[src/rtl/alu_result_accumulator_pkg.sv]
// Shared FSM encoding and default widths for the ALU result accumulator.
package alu_result_accumulator_pkg;

    localparam int DATA_W    = 8;
    localparam int B_W       = 4;
    localparam int CNT_W     = 4;
    localparam int CARRY_BIT = 4;

    typedef enum logic [1:0] {
        ST_IDLE    = 2'd0,
        ST_SETTLE  = 2'd1,
        ST_PRESENT = 2'd2
    } acc_state_e;

endpackage

[src/rtl/alu_result_accumulator_acc_capture_counter.sv]
// Wrapping up/down capture counter; clear beats inc, inc beats dec.
module acc_capture_counter #(
    parameter int CNT_W = alu_result_accumulator_pkg::CNT_W
) (
    input  logic             clk_i,
    input  logic             rst_i,
    input  logic             clr_i,
    input  logic             inc_i,
    input  logic             dec_i,
    output logic [CNT_W-1:0] cnt_o
);

    logic [CNT_W-1:0] cnt_q, cnt_d;

    always_comb begin
        cnt_d = cnt_q;
        if (clr_i)      cnt_d = '0;
        else if (inc_i) cnt_d = cnt_q + 1'b1;
        else if (dec_i) cnt_d = cnt_q - 1'b1;
    end

    always_ff @(posedge clk_i) begin
        if (rst_i) cnt_q <= '0;
        else       cnt_q <= cnt_d;
    end

    assign cnt_o = cnt_q;

endmodule

[src/rtl/alu_result_accumulator.sv]
// Captures ALU results, feeds the low bits back as operand B, handshakes both sides.
// Optional one-deep undo of the last capture when ALU_ACC_UNDO_EN is defined.
module alu_result_accumulator #(
    parameter int DATA_W    = alu_result_accumulator_pkg::DATA_W,
    parameter int B_W       = alu_result_accumulator_pkg::B_W,
    parameter int CNT_W     = alu_result_accumulator_pkg::CNT_W,
    parameter int CARRY_BIT = alu_result_accumulator_pkg::CARRY_BIT
) (
    input  logic              clk_i,
    input  logic              rst_i,
    input  logic [DATA_W-1:0] alu_result_i,
    input  logic              in_valid_i,
    output logic              in_ready_o,
    input  logic              clear_i,
`ifdef ALU_ACC_UNDO_EN
    input  logic              undo_i,
`endif
    output logic [B_W-1:0]    b_out_o,
    output logic [DATA_W-1:0] q_o,
    output logic              out_valid_o,
    input  logic              out_ready_i,
    output logic [CNT_W-1:0]  acc_count_o,
    output logic              carry_sticky_o
);

    import alu_result_accumulator_pkg::*;

    acc_state_e        state_q, state_d;
    logic [DATA_W-1:0] q_q, q_d;
    logic              sticky_q, sticky_d;
    logic              capture;
    logic              undo_do;

    assign capture = (state_q == ST_IDLE) && in_valid_i && !clear_i;

`ifdef ALU_ACC_UNDO_EN
    logic [DATA_W-1:0] shadow_q, shadow_d;
    logic              shadow_vld_q, shadow_vld_d;

    // Capture takes precedence over a coincident undo.
    assign undo_do = (state_q == ST_IDLE) && undo_i && shadow_vld_q
                     && !in_valid_i && !clear_i;

    always_comb begin
        shadow_d     = shadow_q;
        shadow_vld_d = shadow_vld_q;
        if (clear_i) begin
            shadow_vld_d = 1'b0;
        end else if (capture) begin
            shadow_d     = q_q;
            shadow_vld_d = 1'b1;
        end else if (undo_do) begin
            shadow_vld_d = 1'b0;
        end
    end

    always_ff @(posedge clk_i) begin
        if (rst_i) begin
            shadow_q     <= '0;
            shadow_vld_q <= 1'b0;
        end else begin
            shadow_q     <= shadow_d;
            shadow_vld_q <= shadow_vld_d;
        end
    end
`else
    assign undo_do = 1'b0;
`endif

    always_comb begin
        state_d  = state_q;
        q_d      = q_q;
        sticky_d = sticky_q;
        if (clear_i) begin
            state_d  = ST_IDLE;
            q_d      = '0;
            sticky_d = 1'b0;
        end else begin
            unique case (state_q)
                ST_IDLE: begin
                    if (capture) begin
                        q_d      = alu_result_i;
                        sticky_d = sticky_q | alu_result_i[CARRY_BIT];
                        state_d  = ST_SETTLE;
                    end
`ifdef ALU_ACC_UNDO_EN
                    else if (undo_do) begin
                        q_d = shadow_q;
                    end
`endif
                end
                ST_SETTLE:  state_d = ST_PRESENT;
                ST_PRESENT: if (out_ready_i) state_d = ST_IDLE;
                default:    state_d = ST_IDLE;
            endcase
        end
    end

    always_ff @(posedge clk_i) begin
        if (rst_i) begin
            state_q  <= ST_IDLE;
            q_q      <= '0;
            sticky_q <= 1'b0;
        end else begin
            state_q  <= state_d;
            q_q      <= q_d;
            sticky_q <= sticky_d;
        end
    end

    acc_capture_counter #(.CNT_W(CNT_W)) u_cnt (
        .clk_i (clk_i),
        .rst_i (rst_i),
        .clr_i (clear_i),
        .inc_i (capture),
        .dec_i (undo_do),
        .cnt_o (acc_count_o)
    );

    // b_out comes straight from the register, so the ALU loop is always broken by a flop.
    assign b_out_o        = q_q[B_W-1:0];
    assign q_o            = q_q;
    assign in_ready_o     = (state_q == ST_IDLE);
    assign out_valid_o    = (state_q == ST_PRESENT);
    assign carry_sticky_o = sticky_q;

endmodule

[config.mk]
export PLATFORM = sky130hd
export DESIGN_NAME = alu_result_accumulator
export DESIGN_NICKNAME = d
export VERILOG_FILES = /design/src/rtl/alu_result_accumulator_pkg.sv /design/src/rtl/alu_result_accumulator_acc_capture_counter.sv /design/src/rtl/alu_result_accumulator.sv
export SDC_FILE = /design/constraint.sdc
export NUM_CORES = 1
export LEC_CHECK = 0
export ABC_AREA = 1
export CORE_ASPECT_RATIO = 0.9
export CORE_UTILIZATION = 41
export CTS_CLUSTER_SIZE = 8
export DETAILED_ROUTE_END_ITERATION = 16
export PLACE_DENSITY = 0.82
export SYNTH_ARGS = -nofsm -noshare
export SYNTH_HDL_FRONTEND = slang
export SYNTH_SLANG_ARGS = --single-unit
[constraint.sdc]
create_clock -name clk_i -period 1.7 [get_ports clk_i]
set_clock_uncertainty 0.2 [all_clocks]
set_input_delay 0.34 -clock clk_i [delete_from_list [all_inputs] [get_ports clk_i]]
set_output_delay 0.34 -clock clk_i [all_outputs]
set_load 0.02 [all_outputs]
## Word level (Yosys, flattened, before mapping)

Cells that the tools add are included.

- Flip-flop bits (word level): 15
- Input bits: 13
- Word-level logic and storage cells: 20

- $add $sub $neg: 1
- Equality and inequality tests: 4
- Multiplexer cells: 3
- Bitwise gates (word level): 1
- Reductions and logical operators: 7

Operator list:

| kind | count |
|---|---|
| one-hot mux 2 bit (3 select lines) | 1 |
| adder 4 x 1 -> 4 bit (second input constant) | 1 |
| 2-to-1 mux 2 bit | 2 |
| != test 2 x 1 -> 1 bit (second input constant) | 2 |
| AND reduction 2 bit | 2 |
| == test 2 x 1 -> 1 bit (second input constant) | 1 |
| == test 2 bit (second input constant) | 1 |
| logical AND 1 bit | 2 |
| zero test 2 bit | 1 |
| OR reduction 2 bit | 1 |
| zero test 1 bit | 1 |
| bitwise OR 1 bit | 1 |

## Logic depth before layout (Yosys ltp)

Gate-level depths: netlist of the first run.

- Depth after elaboration: 5
- Mapped depth: 5
- Depth with buffers taken out: 5

## By module

Synthesis of the first run repeated with hierarchy kept, for this count alone.

- Cells, all modules: 98
- Area total of the unflattened synthesis: 805.8 um^2

By module, submodules not included:

| module | instances | cells each | area an instance (um^2) | seq. area each (um^2) |
|---|---|---|---|---|
| alu_result_accumulator | 1 | 63 | 544.3 | 220.2 |
| acc_capture_counter | 1 | 35 | 261.5 | 80.1 |

## Least setup slack after synthesis of the first run

Ideal clock, no wire load.

- Path kind: reg-to-reg
- Start point: register state_q[0]
- End point: register u_cnt.cnt_q[1], in the netlist u_cnt.cnt_o[1]
- Library setup time: 0.116 ns
- Arrival time: 0.931 ns
- Required time: 1.384 ns
- Slack: 0.453 ns
- Cell stages (with the launch flop): 6
- Buffers on the path: 1
- Period minus slack after synthesis: 1.247 ns
- Cell sequence: dfxtp_1 nor2_4 nand3b_2 buf_6 nor2_1 nor2_1

- Cells in the longest elaborated chain, start to end: 3

Ends and longest elaborated chain:

| element | line | source |
|---|---|---|
| start, declared | alu_result_accumulator.sv:28 | `acc_state_e state_q, state_d;` |
| start signal, assigned | alu_result_accumulator.sv:105 | `state_q <= state_d;` |
| zero test 2 bit | -- |  |
| via in_ready_o | alu_result_accumulator.sv:13 | `output logic in_ready_o,` |
| logical AND 1 bit (2 in a row) | alu_result_accumulator.sv:34 | `assign capture = (state_q == ST_IDLE) && in_valid_i && !clear_i;` |
| end signal, assigned | alu_result_accumulator_acc_capture_counter.sv:24 | `else cnt_q <= cnt_d;` |
| end, declared | alu_result_accumulator_acc_capture_counter.sv:13 | `logic [CNT_W-1:0] cnt_q, cnt_d;` |

The timed path passes the listed nets, and every way through them passes these cells.
A chain may end at the register's enable or synchronous reset.

## Worst setup path after layout of the first run

- Start point: register u_cnt.cnt_q[3], in the netlist u_cnt.cnt_o[3]
- End point: output port acc_count_o[3]

RTL lines:

| element | line | source |
|---|---|---|
| end, declared | alu_result_accumulator.sv:22 | `output logic [CNT_W-1:0] acc_count_o,` |

No word-level cell between the ends.

==> results of run 1 <==
layout by cell type (no fill, tap or decap), types with 2 or more instances in the layout:
cell	instances
clkbuf_2	2
a21oi_1	4
nor2_4	3
nand2_2	2
inv_1	4
clkdlybuf4s50_1	12
clkbuf_4	3
dfxtp_1	15
buf_4	4
dlygate4sd2_1	17
inv_2	2
o21ai_0	9
nor2_1	20
nand2_1	7
layout make-up:
class	instances	area, um^2	area share
Timing Repair Buffer	35	309	0.326
Sequential cell	15	300	0.317
Multi-Input combinational cell	52	270	0.285
Clock buffer	4	26.3	0.0277
Inverter	6	22.5	0.0238
Tap cell	15	18.8	0.0198
through the flow:
step                      hold WS (ps)  setup slack (ps)  power (W)  instances  utilization
after floorplan                    212               453   0.000450         78            -
after global placement             245              34.0   0.000519        123        0.658
after detailed placement           247              20.4   0.000520        123        0.658
after CTS                          257              3.07   0.000706        127        0.659
after global routing               295              76.4   0.000732        127        0.654
final                              251               155   0.000697        127        0.654
where the power goes:
| group | switching (W) | internal (W) | total, W |
|---|---|---|---|
| logic | 0.0000669 | 0.0000584 | 0.000125 |
| registers | 0.00000766 | 0.000364 | 0.000372 |
| clock network | 0.000108 | 0.0000910 | 0.000199 |
path summary, 6_finish.rpt:
| path | slack (ps) | endpoint | from | cells after the start |
|---|---|---|---|---|
| min reg2reg | 250 | carry_sticky_o | carry_sticky_o | 2 |
| min | 250 | carry_sticky_o | carry_sticky_o | 2 |
| max | 160 | acc_count_o[3] | u_cnt.cnt_o[3] | 1 |
| max reg2reg | 420 | q_o[7] | state_q[0] | 4 |
metal layers:
layer | track usage | part of all wire | vias up
met2 | 0.269 | 0.44 | 22
met3 | 0.0737 | 0.086 | 0
met4 | 0.0703 | 0 | 0
li1 | - | - | 314
met5 | 0 | 0 | -
met1 | 0.234 | 0.48 | 248
sequential cells by signal (all words and copies together) (netlist names):
name / count
u_cnt.cnt_o: 4
state_q: 2
carry_sticky_o: 1
q_o: 8
cell families after synthesis:
family	after synthesis
AOI/OAI and AO/OA	14
DFF	15
xor gates and xnor gates	1
buffers and inverters	11
and+or+nand+nor	36
adders and majority gates	1
repair_timing:
item | in CTS | in global routing
resized for setup | 19 | 4
hold endpoints to repair | 0 | 0
endpoints found under the setup margin | 19 | 2
==> metrics, run 1 <==
status finished, violations left; failing checks DRC; initial antenna violation count 0; post-synthesis net count 92; IO buf count 31; Post-CTS Hold Buffers 0; Yosys reg bits 15; Crit path max-delay family flip-flops; CP cell instances dlygate4sd2_1; Hold WC Path Type flop to flop; CP max stage cell dfxtp_1; die footprint 0.00171 mm^2; Worst-path clk slew 90 ps; Final Critical Period 1540 ps; top cells by count, synth nor2_1 (20), dfxtp_1 (15), o21ai_0 (9); final hold vios 0; fin nets 127; Synth Area in Compound Gates 0.116; Post-synth EDFFs 0; synthesized area 634 um^2; Synth Area in XOR/XNOR 0.0138; Num CTS Buffers 3; pin count of the biggest net entering global routing 13; DP Wirelength 958 um; RD Place Congestion 0.724; Final Instance Area 947 um^2; worst stage delay on the critical path 380 ps; ys async rst share 0; Synth Area in Simple Gates 0.276; sequential share of the synthesized area 0.473; combinational family with the most area after synthesis simple AND/OR/NAND/NOR gates; most frequent cell after synthesis nor2_1; max cap viols 0; ys flop type dfxtp_1; Vias 584; endpoints failing setup 0; # rows 13; Synth area leader dfxtp_1; CTS tree done; clk_lat worst skew 280 ps; drt pass-1 iters 12; RSZ-0062 raised after global routing false; P_leak 0.469 nW; placed inst area 952 um^2; vias per cell 4.60; Core Box Area 0.00145 mm^2; Worst EP arrival 1000 ps; Slew @ Worst Pin 273 ps; Setup Buffers After CTS 0; Area contributors post-synth dfxtp_1 (47%), nor2_1 (12%), o21ai_0 (7.1%); Cell Pwr Density 736 mW/mm^2; total grt overflow 0; First DRT Iteration DRCs 18; Crit Path Category flop to output pin; Netlist cell types 18; final setup TNS 0 ps; DRC errors left 6; die width 43.5 um; Ys Warns 0; first-pass GRT wire length 2160 um; ANT cells 0; mux cell area share after synthesis 0; nature of the critical path endpoint output pin; peak supply drop 0.509 mV; crit start category flop; Avg Inst Size Synth 8.13 um^2; Post-Synth Adder-Cell Area 0.0197; layout cells sized above 1 0.161; gate count of the mapped netlist 78; share of the synthesized area in the top cell type 0.473; worst path required time 1160 ps; Routed Antenna Nets 0; # clock sinks 15; CTS H-tree lvls 1; fillers 137; Max Fclk 647 MHz; vias in the first global route 501; Max-Slew Margin vs Limit 0.817; Initial Util 0.438; I/O pins 32; Max Slew Vio Count 0; clk root buf clkbuf_4; Syn-to-layout area delta 49.3%; Final Cycle Share 0.909; WL/cell 10.1 um; total routed wirelength 1280 um; Total GRT Usage 0.181; CTS Buffer Depth 2; Crit Path Max Fanout 4; WP buf/inv 1; die height 39.3 um
Note: power is estimated with default switching activity, not from simulation.
==> run 2, diff against run 1 <==
--- a/config.mk
+++ b/config.mk
@@ -7,10 +7,10 @@
 export LEC_CHECK = 0
 export ABC_AREA = 1
 export CORE_ASPECT_RATIO = 0.9
-export CORE_UTILIZATION = 41
+export CORE_UTILIZATION = 33
 export CTS_CLUSTER_SIZE = 8
 export DETAILED_ROUTE_END_ITERATION = 16
-export PLACE_DENSITY = 0.82
+export PLACE_DENSITY = 0.68
 export SYNTH_ARGS = -nofsm -noshare
 export SYNTH_HDL_FRONTEND = slang
 export SYNTH_SLANG_ARGS = --single-unit
==> run 2 against run 1 <==
Against the previous run:
- via count rose by 2.2%
- design area increased by 0.40%
- utilization fell by 11 points
- largest cell class unchanged
- the flow now finishes without violations
- first-iteration DRC count is 28% lower
- register-to-register slack got worse by 30 ps
==> metrics, run 2 (same netlist as run 1, synthesis figures left out) <==
final setup TNS 0 ps (unchanged); peak supply drop 0.699 mV (+37%); max reg flops 8 (unchanged); Max Slew Vio Count 0 (unchanged); # rows 14 (+1); Routed Antenna Nets 0 (unchanged); pin count of the biggest net entering global routing 13 (unchanged); Final Instance Area 951 um^2 (+0.40%); drt pass-1 iters 4 (-8); I/O pins 32 (unchanged); DP Wirelength 1090 um (+14%); DRC errors left 0 (-6); Hold WC Path Type flop to flop; most frequent cells in the layout nor2_1 (20), dlygate4sd2_1 (17), dfxtp_1 (15); Final Cycle Share 0.921 (+0.0120); endpoints failing setup 0 (unchanged); vias per cell 4.42 (-3.8%); Vias 597 (+2.2%); Max Fclk 639 MHz (-1.3%); Worst-path clk slew 80 ps (about the same); clk_lat worst skew 280 ps (about the same); die height 43.6 um (+11%); IO buf count 31 (unchanged); worst path required time 1160 ps (about the same); WL/cell 10.2 um (+1.2%); ANT cells 0 (unchanged); Final Critical Period 1570 ps (+20.4 ps); CTS tree done; clk root buf clkbuf_4; WP buf/inv 1 (unchanged); Crit Path Category flop to output pin; placed inst area 956 um^2 (+0.39%); CP cell instances dlygate4sd2_1; Slew @ Worst Pin 272 ps (-1.77 ps); Crit Path Max Fanout 5 (+1); fin nets 126 (-0.79%); total grt overflow 0 (unchanged); CP max stage cell dfxtp_1; final hold vios 0 (unchanged); First DRT Iteration DRCs 13 (-5); vias in the first global route 529 (+5.6%); initial antenna violation count 0 (unchanged); die width 48.2 um (+11%); RSZ-0062 raised after global routing false; Core Box Area 0.00173 mm^2 (+20%); Max-Slew Margin vs Limit 0.818 (+0.00119); total routed wirelength 1380 um (+7.6%); Num CTS Buffers 3 (unchanged); die footprint 0.00210 mm^2 (+23%); max cap viols 0 (unchanged); commonest non-fill, non-tap cell in the layout nor2_1; CTS Buffer Depth 2 (unchanged); status finished, final reports clean; P_leak 0.464 nW (-1.1%); Cell Pwr Density 729 mW/mm^2 (-0.83%); worst stage delay on the critical path 400 ps (+20 ps); layout cells sized above 1 0.153 (-0.00756); Syn-to-layout area delta 49.9%; Setup Buffers After CTS 0 (unchanged); first-pass GRT wire length 2190 um (+1.6%); RD Place Congestion 0.790 (+9.0%); crit start category flop; CTS H-tree lvls 1 (unchanged); Worst EP arrival 1030 ps (+30 ps); # clock sinks 15 (unchanged); Crit path max-delay family flip-flops; Initial Util 0.366 (-0.0724); dpl cells 131 (+6.5%); final cell count without fillers 135 (+6.3%); Total GRT Usage 0.152 (-0.0293); nature of the critical path endpoint output pin
-- run 2: changes by cell type in the layout (fill, tap and decap cells not counted), sizes merged --
cell / before / now
buf: 4 / 3
-- run 2: cell type report --
| type | count | area (um^2) |
|---|---|---|
| Fill cell | 165 | 783 |
| Timing Repair Buffer | 34 | 302 |
| Sequential cell | 15 | 300 |
| Multi-Input combinational cell | 52 | 270 |
| Tap cell | 24 | 30.0 |
| Clock buffer | 4 | 26.3 |
| Inverter | 6 | 22.5 |
-- run 2: worst paths after layout --
kind | startpoint | endpoint | slack, ps | cells past startpoint
max | u_cnt.cnt_o[1] | acc_count_o[1] | 130 | 1
min | carry_sticky_o | carry_sticky_o | 250 | 2
max reg2reg | state_q[0] | q_o[7] | 390 | 4
min reg2reg | carry_sticky_o | carry_sticky_o | 250 | 2
-- run 2: per-layer routing --
layer  up-vias  part of all wire  global-route usage
met5         -                 0                   0
met4         0             0.012              0.0500
met3         2             0.060              0.0750
met2        19              0.48               0.229
met1       263              0.45               0.186
li1        313                 -                   -
-- run 2: through the flow --
stage	hold WS, ps	power, W	utilization	worst slack, ps
after CTS	252	0.000699	0.553	10.1
final	250	0.000694	0.548	135
after detailed placement	243	0.000520	0.551	0.136
after floorplan	212	0.000450	-	453
after global routing	287	0.000731	0.548	54.5
after global placement	259	0.000519	0.551	49.4
-- run 2: what timing repair did --
| action | in CTS | in global routing |
|---|---|---|
| gates cloned | 0 | 0 |
| pin swaps | 0 | 0 |
| hold buffers | 0 | 0 |
| resized for setup | 19 | 4 |
| endpoints found under the setup margin | 19 | 2 |
-- run 2: power by group --
group          total [W]  internal (W)  switching (W)
clock           0.000196     0.0000910       0.000105
sequential      0.000373      0.000364     0.00000878
combinational   0.000124     0.0000573      0.0000671
==> RTL edit (config.mk and constraints of run 2) <==
Add a define of `ALU_ACC_UNDO_EN`.
--- a/src/rtl/alu_result_accumulator.sv
+++ b/src/rtl/alu_result_accumulator.sv
@@ -1,4 +1,6 @@
 // Captures ALU results, feeds the low bits back as operand B, handshakes both sides.
 // Optional one-deep undo of the last capture when ALU_ACC_UNDO_EN is defined.
+`define ALU_ACC_UNDO_EN
+
 module alu_result_accumulator #(
     parameter int DATA_W    = alu_result_accumulator_pkg::DATA_W,
Ports: changed (added undo_i); port bits go from 32 to 33. The function was not compared with the original's and may differ.
==> RTL edit against run 2 <==
- design area rose by 60%
- die area rose by 64%
- sequential power rose by 57%
- area after synthesis rose by 67%
- sequential cell count rose by 9
- synthesized cell count rose by 73%
- via count rose by 76%
- clock power rose by 22%
- total power rose by 47%
- worst setup slack got worse by 0.081 ns
- wire length rose by 73%
- critical path type unchanged
==> RTL edit: results (changes against run 2) <==
* Final GP Congestion at 0.863 (+9.2%)
* Metal-1 WL at 1120 um (+79%)
* Slew @ Worst Pin at 0.211 ns (-0.0602 ns)
* Met3 wire len at 142 um (+73%)
* Synth Warn # at 0 (unchanged)
* Hpwl dp at 1790 um (+64%)
* Routed WL per cell at 10.9 um (+6.6%)
* Asr flop ratio synth at 0 (unchanged)
* Clk slew on worst S/H paths at 0.12 ns (+0.04 ns)
* Met1 Usage GRT at 0.200 (+0.0142)
* TritonRoute pass-1 iters at 6 (+2)
* Synth cell count leaders: nand2_1 (33), dfxtp_1 (24), o21ai_0 (11)
* Post-synthesis sequential area ratio at 0.452 (-0.0211)
* First-pass GRT wire length at 3890 um (+77%)
* Leak at 0.000662 uW (+43%)
* Synth unique cells at 26 (+8)
* Vias in the first global route at 947 (+79%)
* Flop2flop setup slack at 0.07 ns (-0.32 ns)
* Setup WS pre-CTS at -0.431 ns (-0.431 ns)
* Largest net degree at the start of global routing at 18 (+5)
* First DRT Iteration DRCs at 63 (+50)
* Routed wire length at 2380 um (+73%)
* Placed cell count at 216 (+65%)
* Metal2 WL at 1080 um (+65%)
* Nets at 194 (+54%)
* Highest-delay cell along the critical path: dfxtp_2
* Filler Cell Count at 303 (+84%)
* Met2 Track Usage GR at 0.237 (+0.00723)
* Synth area leaders: dfxtp_1 (45%), nand2_1 (12%), o21ai_0 (5.2%)
* Max Fclk at 607 MHz (-4.9%)
* Largest fanout on the critical path at 2 (-3)
* Arrival @ worst endpoint at 1.11 ns (+0.08 ns)
* Clk_lat worst skew at 0.31 ns (+0.03 ns)
* Met3 usage at 0.0233 (-0.0517)
* Worst vdd rail ir drop at 0.000395 V (-43%)
* Largest incremental delay on the critical path at 0.35 ns (-0.05 ns)
* Layout cells sized above 1 at 0.226 (+0.0728)
* GRT Overall Usage at 0.151 (-0.00126)
* Antenna Cells at 0 (unchanged)
* # port buffers at 32 (+3.2%)
* Syn Nets at 150 (+63%)
* Mapped Cells at 135 (+73%)
* Outcome: finished, final reports clean
* DR vias at 1050 (+76%)
## RTL edit: worst paths after layout
check                       from             end  cells after the start
setup / recovery      state_q[1]      in_ready_o                      2
hold / removal    carry_sticky_o  carry_sticky_o                      2
setup reg to reg      state_q[1]  u_cnt.cnt_o[2]                     14
hold reg to reg   carry_sticky_o  carry_sticky_o                      2
## RTL edit: final cells by class
class,count,area share
Sequential cell,24,0.317
Multi-Input combinational cell,90,0.319
Clock buffer,3,0.0148
Inverter,12,0.0296
Timing Repair Buffer,48,0.285
Tap cell,42,0.0345
## RTL edit: through the flow
step                utilization  hold WS, ns  cell area [um2]  total power, uW  TNS, ns
CTS                       0.491        0.268             1510             1030        0
global placement          0.490        0.245             1500              793    -5.65
global route              0.496        0.293             1520             1070   -0.102
floorplan                     -        0.251             1060              701        0
finish                    0.496        0.262             1520             1020        0
detailed placement        0.490        0.253             1500              798    -6.63
## RTL edit: cell families (layout without fill, tap and decap cells)
| group | after synthesis | in the layout | synth area share |
|---|---|---|---|
| compound gates | 31 | 31 | 0.168 |
| flops | 24 | 24 | 0.452 |
| simple gates | 58 | 58 | 0.263 |
| buf+inv | 21 | 63 | 0.105 |
| fa+ha+maj | 1 | 1 | 0.0118 |
## RTL edit: critical path, delay by kind of cell (launching register included)
| kind | cells | cell delay, ns |
|---|---|---|
| flip-flops | 1 | 0.35 |
| AND/OR/NAND/NOR | 1 | 0.10 |
| buffers and inverters | 1 | 0.33 |
## RTL edit: power breakdown
| group | switching [uW] | internal [uW] |
|---|---|---|
| combinational | 99.8 | 91.7 |
| clock | 157 | 83.0 |
| sequential | 10.6 | 577 |
| total | 267 | 752 |
## RTL edit: what timing repair did
item	CTS	global route
resized for setup	25	7
hold endpoints to repair	0	0
pin swaps	1	2
gates cloned	0	0
setup endpoints to repair	27	7
